File: src/rtl/pwm_demod.sv
// pwm_demod -- receive end of the audio PWM link.
//
// Recovers a WIDTH-bit duty value from a PWM waveform with a nominal frame of
// PERIOD clocks. The duty is the number of high clocks counted from one rising
// edge (inclusive) to the next (exclusive). One sample is produced per frame,
// together with lock and frame-length error status.
//
// Ports:
//   clk          in   system clock
//   resetn       in   asynchronous active-low reset
//   enable       in   synchronous run enable; low forces IDLE and clears counters
//   pwm_in       in   asynchronous PWM input
//   sample       out  last recovered duty value (saturates at 2^WIDTH-1)
//   sample_valid out  one-cycle strobe, sample updates in the same cycle
//   locked       out  last frame length was within PERIOD +/- TOL
//   period_err   out  one-cycle strobe, a frame ended outside PERIOD +/- TOL
module pwm_demod #(
    parameter int WIDTH       = 11,
    parameter int PERIOD      = 2048,
    parameter int TOL         = 16,
    parameter int SYNC_STAGES = 2
) (
    input  logic             clk,
    input  logic             resetn,
    input  logic             enable,
    input  logic             pwm_in,
    output logic [WIDTH-1:0] sample,
    output logic             sample_valid,
    output logic             locked,
    output logic             period_err
);

    // Two spare bits let the counters reach the 2*PERIOD timeout without wrapping.
    localparam int CW = WIDTH + 2;
    localparam logic [CW-1:0]    C_LAST_IDLE = CW'(PERIOD - 1);
    localparam logic [CW-1:0]    C_TIMEOUT   = CW'(2 * PERIOD);
    localparam logic [CW-1:0]    C_ONE       = CW'(1);
    localparam logic [WIDTH-1:0] C_FULL      = '1;

    typedef enum logic {
        S_IDLE    = 1'b0,
        S_MEASURE = 1'b1
    } state_t;

    // Clamp a high-clock count to the sample range.
    function automatic logic [WIDTH-1:0] sat_sample(input logic [CW-1:0] cnt);
        if (|cnt[CW-1:WIDTH]) begin
            return C_FULL;
        end
        return cnt[WIDTH-1:0];
    endfunction

    // Sample reported when no edge arrives: full scale for a stuck-high line.
    function automatic logic [WIDTH-1:0] static_sample(input logic lvl);
        return lvl ? C_FULL : '0;
    endfunction

    // Counters hold at all-ones rather than wrap.
    function automatic logic [CW-1:0] sat_inc(input logic [CW-1:0] cnt);
        return (&cnt) ? cnt : cnt + C_ONE;
    endfunction

    function automatic logic in_tol(input logic [CW-1:0] len);
        int l;
        l = int'(len);
        return (l >= PERIOD - TOL) && (l <= PERIOD + TOL);
    endfunction

    logic [SYNC_STAGES-1:0] r_sync;
    logic                   r_pwm_d;
    logic                   r_rise;
    logic                   w_pwm_s;
    logic                   w_rise;

    state_t                 r_state;
    logic [CW-1:0]          r_period_cnt;
    logic [CW-1:0]          r_high_cnt;
    logic [WIDTH-1:0]       r_sample;
    logic                   r_valid;
    logic                   r_locked;
    logic                   r_err;

    assign w_pwm_s = r_sync[SYNC_STAGES-1];
    assign w_rise  = w_pwm_s & ~r_pwm_d;

    // ---- stage 0: synchroniser and registered edge detect ----
    // r_pwm_d is the level aligned with r_rise, so the FSM counts high clocks
    // on the same timeline as the edge it reacts to. The chain ignores enable.
    always_ff @(posedge clk or negedge resetn) begin
        if (!resetn) begin
            r_sync  <= '0;
            r_pwm_d <= 1'b0;
            r_rise  <= 1'b0;
        end else begin
            r_sync  <= {r_sync[SYNC_STAGES-2:0], pwm_in};
            r_pwm_d <= w_pwm_s;
            r_rise  <= w_rise;
        end
    end

    // ---- stage 1: frame measurement FSM with registered outputs ----
    always_ff @(posedge clk or negedge resetn) begin
        if (!resetn) begin
            r_state      <= S_IDLE;
            r_period_cnt <= '0;
            r_high_cnt   <= '0;
            r_sample     <= '0;
            r_valid      <= 1'b0;
            r_locked     <= 1'b0;
            r_err        <= 1'b0;
        end else begin
            r_valid <= 1'b0;
            r_err   <= 1'b0;
            if (!enable) begin
                // sample deliberately keeps its last value
                r_state      <= S_IDLE;
                r_period_cnt <= '0;
                r_high_cnt   <= '0;
                r_locked     <= 1'b0;
            end else begin
                case (r_state)
                    S_IDLE: begin
                        r_locked <= 1'b0;
                        if (r_rise) begin
                            // first edge only opens a frame; nothing to report yet
                            r_state      <= S_MEASURE;
                            r_period_cnt <= C_ONE;
                            r_high_cnt   <= C_ONE;
                        end else if (r_period_cnt == C_LAST_IDLE) begin
                            r_sample     <= static_sample(r_pwm_d);
                            r_valid      <= 1'b1;
                            r_period_cnt <= '0;
                        end else begin
                            r_period_cnt <= sat_inc(r_period_cnt);
                        end
                    end
                    S_MEASURE: begin
                        // the rise is tested first so it wins over a coincident timeout
                        if (r_rise) begin
                            r_sample <= sat_sample(r_high_cnt);
                            r_valid  <= 1'b1;
                            if (in_tol(r_period_cnt)) begin
                                r_locked <= 1'b1;
                            end else begin
                                r_locked <= 1'b0;
                                r_err    <= 1'b1;
                            end
                            r_period_cnt <= C_ONE;
                            r_high_cnt   <= C_ONE;
                        end else if (r_period_cnt == C_TIMEOUT) begin
                            r_sample     <= static_sample(r_pwm_d);
                            r_valid      <= 1'b1;
                            r_err        <= 1'b1;
                            r_locked     <= 1'b0;
                            r_state      <= S_IDLE;
                            r_period_cnt <= '0;
                        end else begin
                            r_period_cnt <= sat_inc(r_period_cnt);
                            if (r_pwm_d) begin
                                r_high_cnt <= sat_inc(r_high_cnt);
                            end
                        end
                    end
                    default: begin
                        r_state <= S_IDLE;
                    end
                endcase
            end
        end
    end

    assign sample       = r_sample;
    assign sample_valid = r_valid;
    assign locked       = r_locked;
    assign period_err   = r_err;

endmodule

File: config.mk
export PLATFORM = sky130hd
export DESIGN_NAME = pwm_demod
export DESIGN_NICKNAME = d
export VERILOG_FILES = /design/src/rtl/pwm_demod.sv
export SDC_FILE = /design/constraint.sdc
export NUM_CORES = 1
export LEC_CHECK = 0
export CAP_MARGIN = 0
export CORE_ASPECT_RATIO = 0.75
export CORE_UTILIZATION = 59
export DETAILED_ROUTE_END_ITERATION = 8
export PLACE_DENSITY = 0.85
export SLEW_MARGIN = 20
export SYNTH_ARGS = -nofsm -noshare
export SYNTH_HDL_FRONTEND = slang
export SYNTH_SLANG_ARGS = --single-unit
File: constraint.sdc
create_clock -name clk -period 4.4 [get_ports clk]
set_input_delay 0.66 -clock clk [delete_from_list [all_inputs] [get_ports clk]]
set_output_delay 0.66 -clock clk [all_outputs]
set_load 0.1 [all_outputs]
==> metrics.md <==
| Metric | Value |
|---|---|
| CP max-delay cell | `nor4b_2` |
| Worst-path fanout max | `10` |
| Vias | `2025` |
| Skew final | `about 0.0072 ns` |
| Cell count after synthesis | `264` |
| Register area share after synthesis | `47.0%` |
| Critical-path cell list | `clkdlybuf4s50_1 > nand2_1 > or2_0 > nor4b_2 > nand2_1 > o31ai_1` |
| # clock sinks | `45` |
| Clk root buf | `clkbuf_8` |
| DR vias/cell | `6.10` |
| Post-route setup TNS | `0 ns` |
| Area contributors post-synth | `dfrtp_1 47%, nor2_1 6.1%, nand2_1 5.0%, o31ai_1 4.1%, xnor2_1 3.3%` |
| Drt wl/cell | `16.1 µm` |
| Number of flops mapped to enable cells by yosys | `0` |
| Async set or reset register ratio after synthesis | `100%` |
| CORE AREA | `roughly 3800 µm²` |
| RSZ-0062 raised after global routing | `no` |
| Initial core utilization | `63.4%` |
| Yosys top cell area share | `47.0%` |
| Synth area leader | `dfrtp_1` |
| Post-DRT Antenna Nets | `0` |
| Syn_nets | `roughly 270` |
| CTS tree | `built` |
| Hold WC Path Type | `in -> async` |
| Avg Inst Size Synth | `9.07 µm²` |
| Period utilization | `67.6%` |
| Chip width | `75.6 µm` |
| Cts hold-fix bufs | `0` |
| Clk buf depth | `2` |
| Worst reg2reg path endpoint | `r_high_cnt[9]` |
| Multiplexer share of the synthesized area | `1.31%` |
| Worst Path Arrival | `3.16 ns` |
| # IOs | `18` |
| Worst EP required | `4.59 ns` |
| H-tree depth | `2` |
| Compound-gate portion of the synthesized area | `14.2%` |
| Simple-gate share of the synthesized area | `29.4%` |
| Residual DRC count | `0` |
| Status | `finished clean` |
| Fraction of final layout cells sized beyond drive strength 1 | `just under 8%` |
| Layout area overhead | `13.5%` |
| Clock latency on the worst-skew pair | `0.30 ns` |
| Reg2reg setup slack | `1.72 ns` |
| Largest family of logic cells by synthesized area | `simple AND/OR/NAND/NOR gates` |
| WS Path Type | `in -> reg` |
| Initial DRC count | `140` |
| Total GRT Usage | `between 20% and 30%` |
| Fraction of synthesized cell area in xor and xnor cells | `3.29%` |
| Final Hold Fails | `0` |
| Placement Rows | `19` |
| Setup crit start kind | `primary input` |
| Pleak | `1.11 nW` |
| Fillers | `284` |
| Least-Margin Pin Slew | `about 0.97 ns` |
| Pwr/cell area | `approximately 400 nW/µm²` |
| Setup Fix Bufs, Post-CTS | `0` |
| Die outline area | `around 4300 µm²` |
| Most used cell, CP | `nand2_1` |
| Final setup margin | `approximately 1.4 ns` |
| Slew HR | `34.9%` |
| Number of setup violations in the final report | `0` |
| Fin crit period | `about 3.0 ns` |
| Pre-CTS WS | `1.12 ns` |
| Largest net degree at the start of global routing | `between 40 and 50` |
| Vias in the first global route | `1805` |
| CTS Buf Count | `5` |
| Port Buffers | `17` |
| Hold Slack | `0.339 ns` |
| Final wirelength | `around 5300 µm` |
| VDD IR max | `0.000316 V` |
| Post-Synth Adder-Cell Area | `1.57%` |
| Crit path max-delay family | `simple AND/OR/NAND/NOR gates` |
| CP Capture Type | `flop` |
| First-pass GRT wire length | `around 9000 µm` |
| Max_cap viols | `0` |
| RePlAce Congestion | `0.872` |
| Hpwl dp | `3650 µm` |
| Count of different cell masters after synthesis | `47` |
| Reg clk slew, reported paths | `0.08 ns` |
| Delay of the slowest critical-path stage | `0.87 ns` |
| #FFs+latches synth | `45` |
| TritonRoute pass-1 iters | `4` |
| Reg2reg start | `r_state` |
| Fmax | `approximately 340 MHz` |
| Die H | `57.2 µm` |
| Post-CTS Resized | `0` |
| Initial antenna violation count | `0` |
| YS warnings | `0` |
| Slew Limit Fails | `0` |
| Top FF cell, synth | `dfrtp_1` |
| Reg2Reg Depth | `5` |
| Layout Nets | `between 200 and 300` |
| Critical path buffer and inverter count | `1` |
| Mapped Area | `2390 µm²` |
| Antenna diodes | `0` |
| Total global routing overflow | `0` |
## cells in the final DEF, fill, tap and decap left out, drive strengths merged, types with 3 or more instances in the layout
cell type and n:
buf 4, a31oi 4, nand4 6, nor4b 3, o21ai 9, nand2 32
dfrtp 45, a21oi 7, o31ai 13, nor2b 4, clkdlybuf4s50 16, nor4 7
and3 3, xnor2 9, clkbuf 6, ha 3, or4 5, inv 8
o211ai 3, nand3b 4, a22o 3, nor2 39, nor3 10, nand3 11
## synthesized netlist by cell type, types with 2 or more instances
cell type  instances
or4_1              3
nand3_1           11
ha_1               3
nand3b_1           4
o211ai_1           2
and3_1             3
o21ai_0            8
nor4_2             2
clkbuf_1           9
nor3_1            10
nor4_1             5
o311ai_0           2
nor2_1            39
a31oi_1            4
nor2b_1            4
o2111ai_1          2
o21a_1             2
nand4_1            6
nand2_1           32
nor3b_1            2
inv_1              8
buf_2              3
xnor2_1            9
a22o_1             3
or4_4              2
dfrtp_1           45
o31ai_1           13
a21oi_1            7
nor4b_1            2
mux2i_1            2
## sequential cells by signal, summed over array words and instances, names as in the netlist, 2 cells and up
register,flops
sample,11
r_sync,2
r_period_cnt,13
r_high_cnt,13
## cell type report
class / count / area (µm²) / share of cell area [%]
multi-input cells: 199 / 1190 / 44.0
inverters: 8 / 30.0 / 1.10
well taps: 52 / 65.1 / 2.39
flip-flops and latches: 45 / 1130 / 41.4
repair buffers: 20 / 190 / 7.00
clock buffers: 6 / 72.6 / 2.67
clock inverters: 2 / 38.8 / 1.43
## per-layer routing
metal | track usage [%] | vias to the layer above | wire (µm)
met5 | 0 | - | 0
met4 | 12.7 | 0 | 95
li1 | - | 980 | -
met3 | 6.18 | 11 | 292
met1 | 42.4 | 958 | 2730
met2 | 38.1 | 76 | 2220
## report_power, final
| part | internal (W) | total, W | leakage (nW) | switching, W |
|---|---|---|---|---|
| Combinational | 0.0000725 | 0.000315 | 0.454 | 0.000242 |
| Clock | 0.000171 | 0.000313 | 0.0554 | 0.000142 |
| Sequential | 0.000443 | 0.000466 | 0.603 | 0.0000227 |
| Total | 0.000686 | 0.00109 | 1.11 | 0.000407 |
## kinds of logic (layout without fill, tap and decap cells)
logic type                 count (synthesis)  in the layout
AOI/OAI and AO/OA                         49             49
muxes                                      3              3
xor gates and xnor gates                   9              9
buffers and inverters                     20             36
adders and majority gates                  3              3
and+or+nand+nor                          135            135
DFF                                       45             45
## stage by stage
| step | power, W | utilization (%) | cell area, µm² | std cells |
|---|---|---|---|---|
| 2_1_floorplan | 0.000710 | - | 2390 | 264 |
| 3_3_place_gp | 0.000784 | 68.8 | 2600 | 324 |
| 3_5_place_dp | 0.000790 | 68.9 | 2600 | 324 |
| 4_1_cts | 0.00110 | 71.8 | 2720 | 332 |
| 5_1_grt | 0.00113 | 71.9 | 2720 | 332 |
| 6_report | 0.00109 | 71.9 | 2720 | 332 |
## worst max path at each step
stage,from,to,slack (ns),cells past startpoint
global placement,enable,r_high_cnt[9],1.32,6
CTS,enable,r_high_cnt[9],1.43,6
floorplan,r_period_cnt[0],r_high_cnt[4],2.27,7
global route,enable,r_high_cnt[9],1.17,6
finish,enable,r_high_cnt[9],1.43,6
detailed placement,enable,r_high_cnt[9],1.12,6
Power figures use the tool's default switching activity.
==> RTL change 1, RTL diff (config.mk and constraints unchanged) <==
The parameter `WIDTH` goes from 11 to 13.
--- a/src/rtl/pwm_demod.sv
+++ b/src/rtl/pwm_demod.sv
@@ -16,5 +16,5 @@
 //   period_err   out  one-cycle strobe, a frame ended outside PERIOD +/- TOL
 module pwm_demod #(
-    parameter int WIDTH       = 11,
+    parameter int WIDTH       = 13,
     parameter int PERIOD      = 2048,
     parameter int TOL         = 16,
Interface: changed (resized sample); port bits go from 18 to 20. No check against the original RTL was run, so the function may have changed too.
==> RTL change 1 against the original RTL <==
Wire length increased by 3.2%. Final area increased by 4.7%. Synthesized cell count decreased by 1.5%. Sequential power increased by 13%. Count of clock-buffer cells in the layout unchanged. Sequential cell count increased by 6. Sequential share of layout area increased by 3.4 points. Synthesized area increased by 6.2%. Power increased by 8.6%. Die area increased by 6.0%. Worst setup slack improved by 0.33 ns. Critical endpoint is now r_high_cnt[7].
==> RTL change 1: results (changes against the original RTL) <==
Post-Synth XOR/XNOR Area 5.17% (was 3.29%); PnR worst setup slack 1.76 ns (was 1.43 ns); clk_skew 0.0146 ns (was 0.00725 ns); Area contributors post-synth dfrtp_1, nor2_1, o2bb2ai_1 (was dfrtp_1, nor2_1, nand2_1); sequential fraction of the synthesis area 50.2% (was 47.0%); post-synthesis adder-cell area fraction 1.48% (was 1.57%); Post-Place Cells 322 (was 324); Mean Syn Cell Area 9.78 um2 (was 9.07 um2); mux contribution to synthesized area 0% (was 1.31%); clk cell area share 3.91% (was 4.10%); area of placed instances 0.00274 mm2 (was 0.00260 mm2); IO Port Bufs 19 (was 17); vias in the first global route 1,864 (was 1,805); routed vias/inst 6.45 (was 6.10); number of fill cells 316 (was 284); Worst path slowest cell clkdlybuf4s50_1 (was nor4b_2); Hold WS 0.355 ns (was 0.339 ns); outcome finished clean (unchanged); hpwl dp 3750 um (was 3650 um); r2r setup slk 1.87 ns (was 1.72 ns); multi-input gate share of total cell area 41.0% (was 44.0%); Worst Max-Slew Pin Slew 1.05 ns (was 0.974 ns); Setup WS pre-CTS 1.44 ns (was 1.12 ns); initial DRC count 289 (was 140); register clock-pin slew on the reported worst setup and hold paths 0.10 ns (was 0.08 ns); M3 GR Usage 5.58% (was 6.18%); maximum vdd drop 0.000427 V (was 0.000316 V)
[RTL change 1: changes by cell type after synthesis, moves of 4 or more]
cell / before / now
nand4_1: 6 / 10
dfrtp_1: 45 / 51
clkbuf_1: 9 / 4
o31ai_1: 13 / 2
o21ai_0: 8 / 3
nand2_1: 32 / 13
buf_2: 3 / 7
a21oi_1: 7 / 11
o2bb2ai_1: 1 / 13
[RTL change 1: routing by layer]
| metal | wire [um] | vias up |
|---|---|---|
| li1 | - | 985 |
| met1 | 2750 | 1011 |
| met2 | 2150 | 121 |
| met3 | 507 | 13 |
| met4 | 105 | 0 |
| met5 | 0 | - |
[RTL change 1: power by group]
part / total (W) / switching (W) / internal (W)
combinational: 0.000330 / 0.000254 / 0.0000755
sequential: 0.000526 / 0.0000253 / 0.000501
clock: 0.000331 / 0.000160 / 0.000172
total: 0.00119 / 0.000439 / 0.000748
==> RTL change 2, RTL diff (same flow settings) <==
Without the edit above. Reset style: synchronous (`resetn`), changed in 2 clocked blocks. Comments in the files are not updated.
--- a/src/rtl/pwm_demod.sv
+++ b/src/rtl/pwm_demod.sv
@@ -87,5 +87,5 @@
     // r_pwm_d is the level aligned with r_rise, so the FSM counts high clocks
     // on the same timeline as the edge it reacts to. The chain ignores enable.
-    always_ff @(posedge clk or negedge resetn) begin
+    always_ff @(posedge clk) begin
         if (!resetn) begin
             r_sync  <= '0;
@@ -100,5 +100,5 @@
 
     // ---- stage 1: frame measurement FSM with registered outputs ----
-    always_ff @(posedge clk or negedge resetn) begin
+    always_ff @(posedge clk) begin
         if (!resetn) begin
             r_state      <= S_IDLE;
Function: differs if resetn is asserted again (counterexample within 10 cycles, from zero or initial values and one cycle with resetn low); with resetn held inactive, the same outputs for 10 cycles.
==> RTL change 2 against the original RTL <==
Count of clock-buffer cells in the layout up 1. Worst hold slack better by 0.11 ns. Final area down 10%. Largest cell class unchanged. Synthesized area down 8.8%. Wire length down 15%. Worst setup slack better by 0.51 ns. Non-clock buffer count down 3. Synthesized cell count down 4.2%. Final cell count down 5.4%. Sequential cell count unchanged.
Power is not compared: it rests on default switching activity, and its combinational part moved more than twofold at a synthesized area within 25%.
==> RTL change 2: results (changes against the original RTL) <==
outcome finished clean (unchanged); Total Routed Length 4550 um (was 5340 um); layout cells sized above 1 12.5% (was 7.86%); sequential fraction of the synthesis area 41.3% (was 47.0%); number of fill cells 283 (was 284); crit-path max cell delay 1.15 ns (was 0.87 ns); Syn Nets 260 (was 271); worst path arrival time 1.81 ns (was 3.16 ns); Worst path slowest cell clkdlybuf4s50_1 (was nor4b_2); Mean Syn Cell Area 8.63 um2 (was 9.07 um2); Post-Place Cells 306 (was 324); largest net degree at the start of global routing 18 (was 46); Congestion Overflow GR 0 (unchanged); vias 1,881 (was 2,025); root buffer cell clkbuf_8 (unchanged); Clock Latency Late Sink 0.29 ns; register clock-pin slew on the reported worst setup and hold paths 0.08 ns (about the same); H-tree Lvls 2 (unchanged); met2 usage 33.3% (was 38.1%); delay-heaviest family, CP buffers and inverters (was simple AND/OR/NAND/NOR gates); ys async rst share 0% (was 100%); DRT Pass-1 Iters 5 (was 4); initial DRC count 156 (was 140); Worst Hold Class reg2reg (was in2async); Area contributors post-synth dfxtp_1, nor2_1, o221a_2 (was dfrtp_1, nor2_1, nand2_1); routed vias/inst 5.99 (was 6.10); vias in the first global route 1,499 (was 1,805); area of placed instances 0.00234 mm2 (was 0.00260 mm2); RePlAce Congestion 0.886 (was 0.872); M3 GR Usage 6.08% (was 6.18%); Tot GR Track Use 24.6% (was 28.0%); met1 Use GR 37.9% (was 42.4%); synth warn 0 (unchanged); Slew HR 34.2% (was 34.9%); clk_skew 0.00253 ns (was 0.00725 ns); Synth top cells by count dfxtp_1, nor2_1, nand2_1 (was dfrtp_1, nor2_1, nand2_1); first-pass GRT wire length 7270 um (was 8880 um); Post-CTS Setup Inserts 0 (unchanged); CP max FO 2 (was 10); initial antenna violation count 0 (unchanged); ys flop type dfxtp_1 (was dfrtp_1); Final nets 270 (was 286); hpwl dp 3260 um (was 3650 um); synth unique cells 50 (was 47); Max clock buf depth 2 (unchanged); r2r setup slk 2.08 ns (was 1.72 ns)
-- RTL change 2: changes by cell type after synthesis, sizes merged, moves of 5 or more --
cell and change:
nor3 -5, buf +6, o31ai -10, dfxtp +45, o221a +12, nand2 -14, a21oi +10, and2 +7
dfrtp -45
-- RTL change 2: per-stage QoR --
step	util, %	hold slack [ns]	setup slack, ns
finish	71.7	0.445	1.93
global placement	68.7	0.422	1.91
CTS	71.7	0.453	1.93
detailed placement	68.7	0.431	1.85
floorplan	-	0.412	2.50
global route	71.7	0.469	1.89
-- RTL change 2: layer usage --
metal / vias to the layer above / routed length [um]
met5: - / 0
li1: 935 / -
met3: 7 / 329
met4: 0 / 41
met1: 873 / 2400
met2: 66 / 1790
-- RTL change 2: where the power goes --
group	switching (W)	leakage, nW	internal (W)	total, W
registers	0.00000389	0.363	0.000409	0.000413
clock network	0.000130	0.0542	0.000142	0.000272
logic	0.0000120	0.341	0.00000746	0.0000195
total	0.000146	0.759	0.000559	0.000705
-- RTL change 2: final timing paths --
kind | endpoint | from | depth (start not counted)
hold reg to reg | r_sync[1] | r_sync[0] | 1
setup / recovery | sample[6] | sample[6] | 1
setup reg to reg | sample[4] | r_period_cnt[0] | 7
hold / removal | r_sync[1] | r_sync[0] | 1
-- RTL change 2: cells by family (layout without fill, tap and decap cells) --
logic type	after synthesis	count (layout)	share of synthesized area [%]
simple gates	123	123	30.9
flops	45	45	41.3
buf+inv	21	32	4.81
compound gates	50	50	16.8
fa+ha+maj	3	3	1.72
mux	1	1	0.458
xor+xnor	10	10	4.01
-- RTL change 2: area by class of cell --
cell class	instances	area (um2)	area share, %
inverters	7	26.3	1.08
clock buffers	7	96.3	3.95
multi-input cells	187	1180	48.3
repair buffers	17	170	6.98
flip-flops and latches	45	901	36.9
well taps	50	62.6	2.57
clock inverters	1	5.00	0.205
